**src/rtl/ysyx_24110015_inst_queue_if.sv**
```systemverilog
// rtl/ysyx_24110015_inst_queue_if.sv - fetch/decode handshake bundle for the instruction queue
//
// Carries the push side (in_*), the pop side (out_*), the flush strobe
// and the occupancy count. The slave modport is the queue itself; the
// master modport is whatever drives fetch/decode around it.
interface ysyx_24110015_inst_queue_if #(
    parameter int DEPTH = 4,
    parameter int XLEN  = 32
);
    logic                     flush;
    logic                     in_valid;
    logic                     in_ready;
    logic [XLEN-1:0]          in_pc;
    logic [XLEN-1:0]          in_inst;
    logic                     out_valid;
    logic                     out_ready;
    logic [XLEN-1:0]          out_pc;
    logic [XLEN-1:0]          out_inst;
    logic [$clog2(DEPTH):0]   count;

    modport slave (
        input  flush, in_valid, in_pc, in_inst, out_ready,
        output in_ready, out_valid, out_pc, out_inst, count
    );

    modport master (
        output flush, in_valid, in_pc, in_inst, out_ready,
        input  in_ready, out_valid, out_pc, out_inst, count
    );
endinterface

```
**src/rtl/ysyx_24110015_inst_queue.sv**
```systemverilog
// rtl/ysyx_24110015_inst_queue.sv - in-order {pc, inst} queue between fetch and decode
//
// Ports:
//   clk  - clock, all state changes on posedge
//   rst  - synchronous, active-low reset
//   q    - ysyx_24110015_inst_queue_if.slave:
//          flush                      discard all entries at the next posedge
//          in_valid/in_ready/in_pc/in_inst     push side (fetch)
//          out_valid/out_ready/out_pc/out_inst pop side (decode)
//          count                      number of stored entries, 0..DEPTH
//
// Optional feature: define YSYX_IQ_BYPASS_EN to let a pair arriving at an
// empty queue pass straight to the decoder in the same cycle.
module ysyx_24110015_inst_queue #(
    parameter int DEPTH = 4,
    parameter int XLEN  = 32
) (
    input logic                          clk,
    input logic                          rst,
    ysyx_24110015_inst_queue_if.slave    q
);
    localparam int AW = $clog2(DEPTH);
    localparam int CW = AW + 1;

    logic [AW-1:0]   rptr;
    logic [AW-1:0]   wptr;
    logic [CW-1:0]   cnt;
    logic [XLEN-1:0] pc_mem   [DEPTH];
    logic [XLEN-1:0] inst_mem [DEPTH];

    logic live;
    logic empty;
    logic full;
    logic byp;
    logic push;
    logic pop;

    // Flush and reset both kill the handshakes in the same cycle they are asserted.
    assign live  = rst && !q.flush;
    assign empty = (cnt == '0);
    assign full  = (cnt == CW'(DEPTH));

`ifdef YSYX_IQ_BYPASS_EN
    assign byp = live && empty && q.in_valid;
`else
    assign byp = 1'b0;
`endif

    // in_ready is a function of state only, so out_ready never reaches fetch.
    assign q.in_ready  = live && !full;
    assign q.out_valid = (live && !empty) || byp;

    // A bypassed pair that decode takes immediately is never written.
    assign push = q.in_valid && q.in_ready && !(byp && q.out_ready);
    assign pop  = q.out_valid && q.out_ready && !empty;

    always_comb begin
        q.out_pc   = '0;
        q.out_inst = '0;
        if (rst) begin
            if (!empty) begin
                q.out_pc   = pc_mem[rptr];
                q.out_inst = inst_mem[rptr];
            end else if (byp) begin
                q.out_pc   = q.in_pc;
                q.out_inst = q.in_inst;
            end
        end
    end

    assign q.count = rst ? cnt : '0;

    always_ff @(posedge clk) begin
        if (!rst || q.flush) begin
            rptr <= '0;
            wptr <= '0;
            cnt  <= '0;
        end else begin
            if (push) begin
                wptr <= wptr + AW'(1);
            end
            if (pop) begin
                rptr <= rptr + AW'(1);
            end
            case ({push, pop})
                2'b10:   cnt <= cnt + CW'(1);
                2'b01:   cnt <= cnt - CW'(1);
                default: cnt <= cnt;
            endcase
        end
    end

    // Storage holds no reset: stale slots are unreachable once count is 0.
    always_ff @(posedge clk) begin
        if (push) begin
            pc_mem[wptr]   <= q.in_pc;
            inst_mem[wptr] <= q.in_inst;
        end
    end
endmodule
```
**src/flat_wrapper.sv**
```systemverilog
// flat-port wrapper written by rule: the top's interface ports become plain ports
module ysyx_24110015_inst_queue_flat 
#(
    parameter int DEPTH = 4,
    parameter int XLEN  = 32
)
  (clk, rst, q_flush, q_in_valid, q_in_pc, q_in_inst, q_out_ready, q_in_ready, q_out_valid, q_out_pc, q_out_inst, q_count);
  ysyx_24110015_inst_queue_if #(.DEPTH(DEPTH), .XLEN(XLEN)) q_i ();
  input logic clk;
  input logic rst;
  input wire logic [$bits(q_i.flush)-1:0] q_flush;
  input wire logic [$bits(q_i.in_valid)-1:0] q_in_valid;
  input wire logic [$bits(q_i.in_pc)-1:0] q_in_pc;
  input wire logic [$bits(q_i.in_inst)-1:0] q_in_inst;
  input wire logic [$bits(q_i.out_ready)-1:0] q_out_ready;
  output wire logic [$bits(q_i.in_ready)-1:0] q_in_ready;
  output wire logic [$bits(q_i.out_valid)-1:0] q_out_valid;
  output wire logic [$bits(q_i.out_pc)-1:0] q_out_pc;
  output wire logic [$bits(q_i.out_inst)-1:0] q_out_inst;
  output wire logic [$bits(q_i.count)-1:0] q_count;
  assign q_i.flush = q_flush;
  assign q_i.in_valid = q_in_valid;
  assign q_i.in_pc = q_in_pc;
  assign q_i.in_inst = q_in_inst;
  assign q_i.out_ready = q_out_ready;
  assign q_in_ready = q_i.in_ready;
  assign q_out_valid = q_i.out_valid;
  assign q_out_pc = q_i.out_pc;
  assign q_out_inst = q_i.out_inst;
  assign q_count = q_i.count;
  ysyx_24110015_inst_queue #(.DEPTH(DEPTH), .XLEN(XLEN)) u_core (.clk(clk), .rst(rst), .q(q_i));
endmodule
```
**config.mk**
```make
export PLATFORM = sky130hd
export DESIGN_NAME = ysyx_24110015_inst_queue_flat
export DESIGN_NICKNAME = d
export VERILOG_FILES = /design/src/rtl/ysyx_24110015_inst_queue_if.sv /design/src/rtl/ysyx_24110015_inst_queue.sv /design/src/flat_wrapper.sv
export SDC_FILE = /design/constraint.sdc
export NUM_CORES = 1
export LEC_CHECK = 0
export BUFFER_PORTS_ARGS = -buffer_cell sky130_fd_sc_hd__buf_2
export CAP_MARGIN = 0
export CELL_PAD_IN_SITES_DETAIL_PLACEMENT = 1
export CELL_PAD_IN_SITES_GLOBAL_PLACEMENT = 2
export CORE_ASPECT_RATIO = 0.7
export CORE_MARGIN = 2
export CORE_UTILIZATION = 44
export CTS_BUF_LIST = sky130_fd_sc_hd__clkbuf_16
export CTS_CLUSTER_DIAMETER = 50
export DETAILED_ROUTE_END_ITERATION = 10
export PLACE_DENSITY = 0.83
export SYNTH_ARGS = -nofsm -noshare
export SYNTH_HDL_FRONTEND = slang
export SYNTH_SLANG_ARGS = --single-unit
```
**constraint.sdc**
```tcl
create_clock -name clk -period 3.3 [get_ports clk]
set_input_delay 0.165 -clock clk [delete_from_list [all_inputs] [get_ports clk]]
set_output_delay 0.165 -clock clk [all_outputs]
set_load 0.01 [all_outputs]
```
# Yosys cells after proc, flatten, opt, wreduce, memory -nomap -nowiden
# Memories as Yosys holds them, arrays and structs flattened. A register that Yosys moved wholly into a read port is not among the register bits.
# Cells that the tools add are included.
# totals
register_bits	7
memories	2
ramBits	256
inputBits	69
# mem_list
name	words	word_bits	rd	rd_ports_with_merged_regs	write_ports	line_no	text
u_core.inst_mem	4	32	1	1	1	ysyx_24110015_inst_queue.sv:29	logic [XLEN-1:0] inst_mem [DEPTH];
u_core.pc_mem	4	32	1	1	1	ysyx_24110015_inst_queue.sv:28	logic [XLEN-1:0] pc_mem [DEPTH];
# op_classes
n_eq_ne	3
mux	12
addsub	4
reduce_logical	13
# ops
op	count
$mux 32	4
$mux 2	4
$logic_and 1x1->1	6
$pmux 3 s2	1
$add 2x1->2 const B	2
$logic_not 1->1	4
$add 3x1->3 const B	1
$eq 3x3->1 const B	1
$logic_not 3->1	1
$mux 3	1
$sub 3x1->3 const B	1
$eq 2x1->1 const B	1
$eq 2x2->1 const B	1
$mux 1	2
$reduce_bool 2->1	1
$logic_or 1x1->1	1

# Depth between registers and ports, before layout
# logic_depth
word_depth	7
ltp_mapped	6
mapped_depth_nobuf	6

# Worst setup path before layout
# Ideal clock, no wire load.
# synth_path
path_type	register to register
startpoint	register u_core.cnt[2]
endpoint	memory u_core.inst_mem[1][0] (enable)
t_arrival_ps	2443
setup_ps	429
path_stages_with_launch	4
required_ps	2871
setup_slack_ps	429
n_path_buf	0
cell_sequence	dfxtp_1 -> nor3b_2 -> nor3_2 -> and2_1
# synth_between
elab_chain_len	6
# synth_lines
item	line_no	text
start: declaration	ysyx_24110015_inst_queue.sv:27	logic [CW-1:0] cnt;
start signal: assignment	ysyx_24110015_inst_queue.sv:86	2'b10: cnt <= cnt + CW'(1);
start signal: assignment	ysyx_24110015_inst_queue.sv:87	2'b01: cnt <= cnt - CW'(1);
start signal: assignment	ysyx_24110015_inst_queue.sv:88	default: cnt <= cnt;
$eq 3x3->1	ysyx_24110015_inst_queue.sv:41	assign full = (cnt == CW'(DEPTH));
$logic_not 1->1	ysyx_24110015_inst_queue.sv:50	assign q.in_ready = live && !full;
$logic_and 1x1->1	ysyx_24110015_inst_queue.sv:50	
$logic_and 1x1->1	ysyx_24110015_inst_queue.sv:54	assign push = q.in_valid && q.in_ready && !(byp && q.out_ready);
$mux 1	ysyx_24110015_inst_queue.sv:95	if (push) begin
$mux 1 (not written as such)	ysyx_24110015_inst_queue.sv:97	inst_mem[wptr] <= q.in_inst;
end: declaration	ysyx_24110015_inst_queue.sv:29	
# No other way between the ends.

==> results.py <==
metrics = {
    "run_status": {
        "status": "finished clean",
    },
    "setup_path": {
        "ff2ff_setup_slack_ps": 920,
        "setup.worst_path.start_class": "flip-flop",
        "arrival_ps": 2570,
        "cp-end-kind": "output port",
        "worstReg2RegEnd": "u_core.cnt[2]",
        "crit_fanout": 24,
        "r2r-start": "u_core.cnt[2]",
        "required_ps": 3130,
        "r2r.worst_path.cells": 6,
        "worstSetupPathType": "flip-flop to output port",
    },
    "sta": {
        "fin_crit_sh": 0.8296,
        "fin_worst_skew_ps": 11.25,
        "tns_ps": 0,
        "setup_viol": 0,
        "min_period_ps": 2738,
        "slew_headroom": 0.3339,
        "worst-slew-pin-transition_ps": 999.2,
        "rsz0062_at_grt": "false",
        "fmax_mhz": 365.3,
        "maxSlewViolCount": 0,
        "hold_violations": 0,
        "fin_hold_ws_ps": 23.00,
    },
    "final_layout": {
        "final_cell_mix": "256 x edfxtp_1, 137 x buf_2, 64 x mux4_2, 64 x and3_1, 64 x dlygate4sd3_1",
        "nFillCells": 2029,
        "multiInputGateArea_sq_um": 2232,
        "layout-drive-gt1-share": 0.3698,
        "instances_no_fill": 1015,
        "layout_commonest_cell": "edfxtp_1",
        "fin_nets": 757,
        "area_growth_pct": 25.79,
        "n_antenna_cell": 0,
        "register_area_sq_um": 7875,
    },
    "global_route": {
        "grt_pass1_vias": 6088,
        "grt_max_degree": 68,
        "antenna_found_initial": 0,
        "gr-total-overflow": 0,
        "grtUsageMet3": 0.03853,
        "globalRouteTotalUtil": 0.1921,
        "use_met1": 0.2754,
        "grt-busiest-layer": "met2",
        "grt_pass1_wl_mm": 35.88,
        "grt_use_met2": 0.3079,
    },
    "placement": {
        "dpl.hpwl_mm": 12.64,
        "port_buffers": 137,
        "dp.cells": 903,
        "place_congestion": 0.7560,
    },
    "clocking": {
        "cts_tree": "built",
        "root_buffer": "clkbuf_16",
        "cts.sink_count": 265,
        "cts_buffers": 26,
        "cts_buffer_depth": 3,
        "postCtsSetupBuffers": 0,
        "htreeDepth": 1,
        "path_clk_slew_ps": 60,
        "clock_latency_ps": 530,
    },
    "power_and_ir_drop": {
        "peakVddDrop_mv": 0.5251,
        "p_leak_uw": 0.004684,
        "powerDensity_nw_per_um2": 551.7,
        "power_uw": 7102,
    },
    "detailed_routing": {
        "vias": 5442,
        "firstDrtPassIters": 4,
        "via_per_inst": 5.362,
        "routedWlPerCell_microns": 22.52,
        "ant_nets": 0,
        "drc": 0,
        "drt-initial-drc-count": 367,
        "drt-total-wl_mm": 22.86,
    },
    "yosys": {
        "synth_nets": 550,
        "synthArstFlopShare": 0,
        "synth_seq_cells": 265,
        "synth-edff-count": 256,
        "synthFlopType": "edfxtp_1",
        "yosys_warnings": 0,
        "syn_inst": 476,
        "netlist_area_sq_um": 10230,
        "ys_types": 34,
        "ys_seq_area_frac": 0.7689,
        "avgSynthCellArea_sq_um": 21.50,
    },
    "die": {
        "coreArea_sq_um": 22730,
        "dieArea_sq_um": 24510,
        "io_pins": 138,
        "rows": 46,
        "start_util": 0.4501,
        "die_h_microns": 131.6,
        "dieWidth_microns": 186.3,
    },
    "job": {
        "drv_cap": 0,
    },
    "worst_hold_path": {
        "hold_path_end": "u_core.cnt[1]",
        "min-delay-start": "q_flush",
        "hp-class": "input pin to flip-flop",
        "whs_path_depth": 4,
    },
}
==> state kept, by name (all words and copies together), names as in the netlist, named ones only <==
register / count
u_core.wptr: 2
u_core.rptr: 2
u_core.inst_mem: 128
u_core.pc_mem: 128
u_core.cnt: 3
==> synth_stat cells, types with 2 or more instances <==
cell type	n	area (sq um)
dfxtp_1	9	180.2
buf_1	6	22.52
buf_4	2	15.01
nand3_1	2	10.01
and3_1	64	400.4
ha_1	4	50.05
nor3b_2	2	25.02
mux4_2	64	1441
nand2_1	2	7.510
o31ai_1	2	15.01
nor2_1	8	30.03
edfxtp_1	256	7687
inv_1	4	15.01
clkbuf_1	16	60.06
buf_2	5	25.02
nor3_1	4	20.02
o21ai_0	2	10.01
and2_1	7	43.79
xnor2_1	2	17.52
==> worst max path at each step <==
stage,from,end,slack (ps)
after floorplan,u_core.cnt[2],u_core.inst_mem[1][0],430
after global placement,q_flush,u_core.inst_mem[1][22],790
after global routing,flip-flop,q_out_pc[9],360
final,flip-flop,q_out_pc[9],560
after detailed placement,q_flush,u_core.inst_mem[0][27],670
after CTS,flip-flop,q_out_pc[9],500
==> per-layer routing <==
layer / share of wire / up-vias
met3: 0.057 / 30
met2: 0.48 / 172
met4: 0.017 / 0
met5: 0 / -
met1: 0.45 / 2847
li1: - / 2393
==> kinds of logic after synthesis <==
group,synth area share
multiplexers,0.1418
flip-flops,0.7689
AO/OA/AOI/OAI,0.008804
buffers and inverters,0.01394
AND/OR/NAND/NOR,0.05711
adder cells (fa/ha/maj),0.006848
XOR/XNOR,0.002568
==> worst max-delay path, stage by stage (launching register included) <==
cell and delay, ps:
dfxtp_4 690, buf_4 410, mux4_2 560, and3_1 210, buf_2 140
==> metrics by stage <==
stage | setup slack (ps) | cell area (sq um) | utilization
5_1_grt | 361.4 | 12870 | 0.5662
4_1_cts | 498.9 | 12870 | 0.5662
3_3_place_gp | 791.2 | 11320 | 0.4980
3_5_place_dp | 674.4 | 11320 | 0.4980
6_report | 562.2 | 12870 | 0.5662
2_1_floorplan | 428.7 | 10230 | -
==> cell type report <==
cell class / instances / area share
sequential: 265 / 0.6118
multi-input combinational: 177 / 0.1734
timing repair buffer: 209 / 0.1126
clock buffer: 27 / 0.05249
tap: 312 / 0.03033
clock inverter: 21 / 0.01818
inverter: 4 / 0.001167
==> repair_timing <==
| action | in CTS | in global routing |
|---|---|---|
| endpoints found under the hold margin | 256 | 0 |
| hold buffers | 64 | 0 |
| resized for setup | 0 | 0 |
==> power breakdown <==
group          switching (uW)  internal [uW]
combinational             127            121
sequential               8.94           3720
clock                    1250           1880
Power figures use the tool's default switching activity.
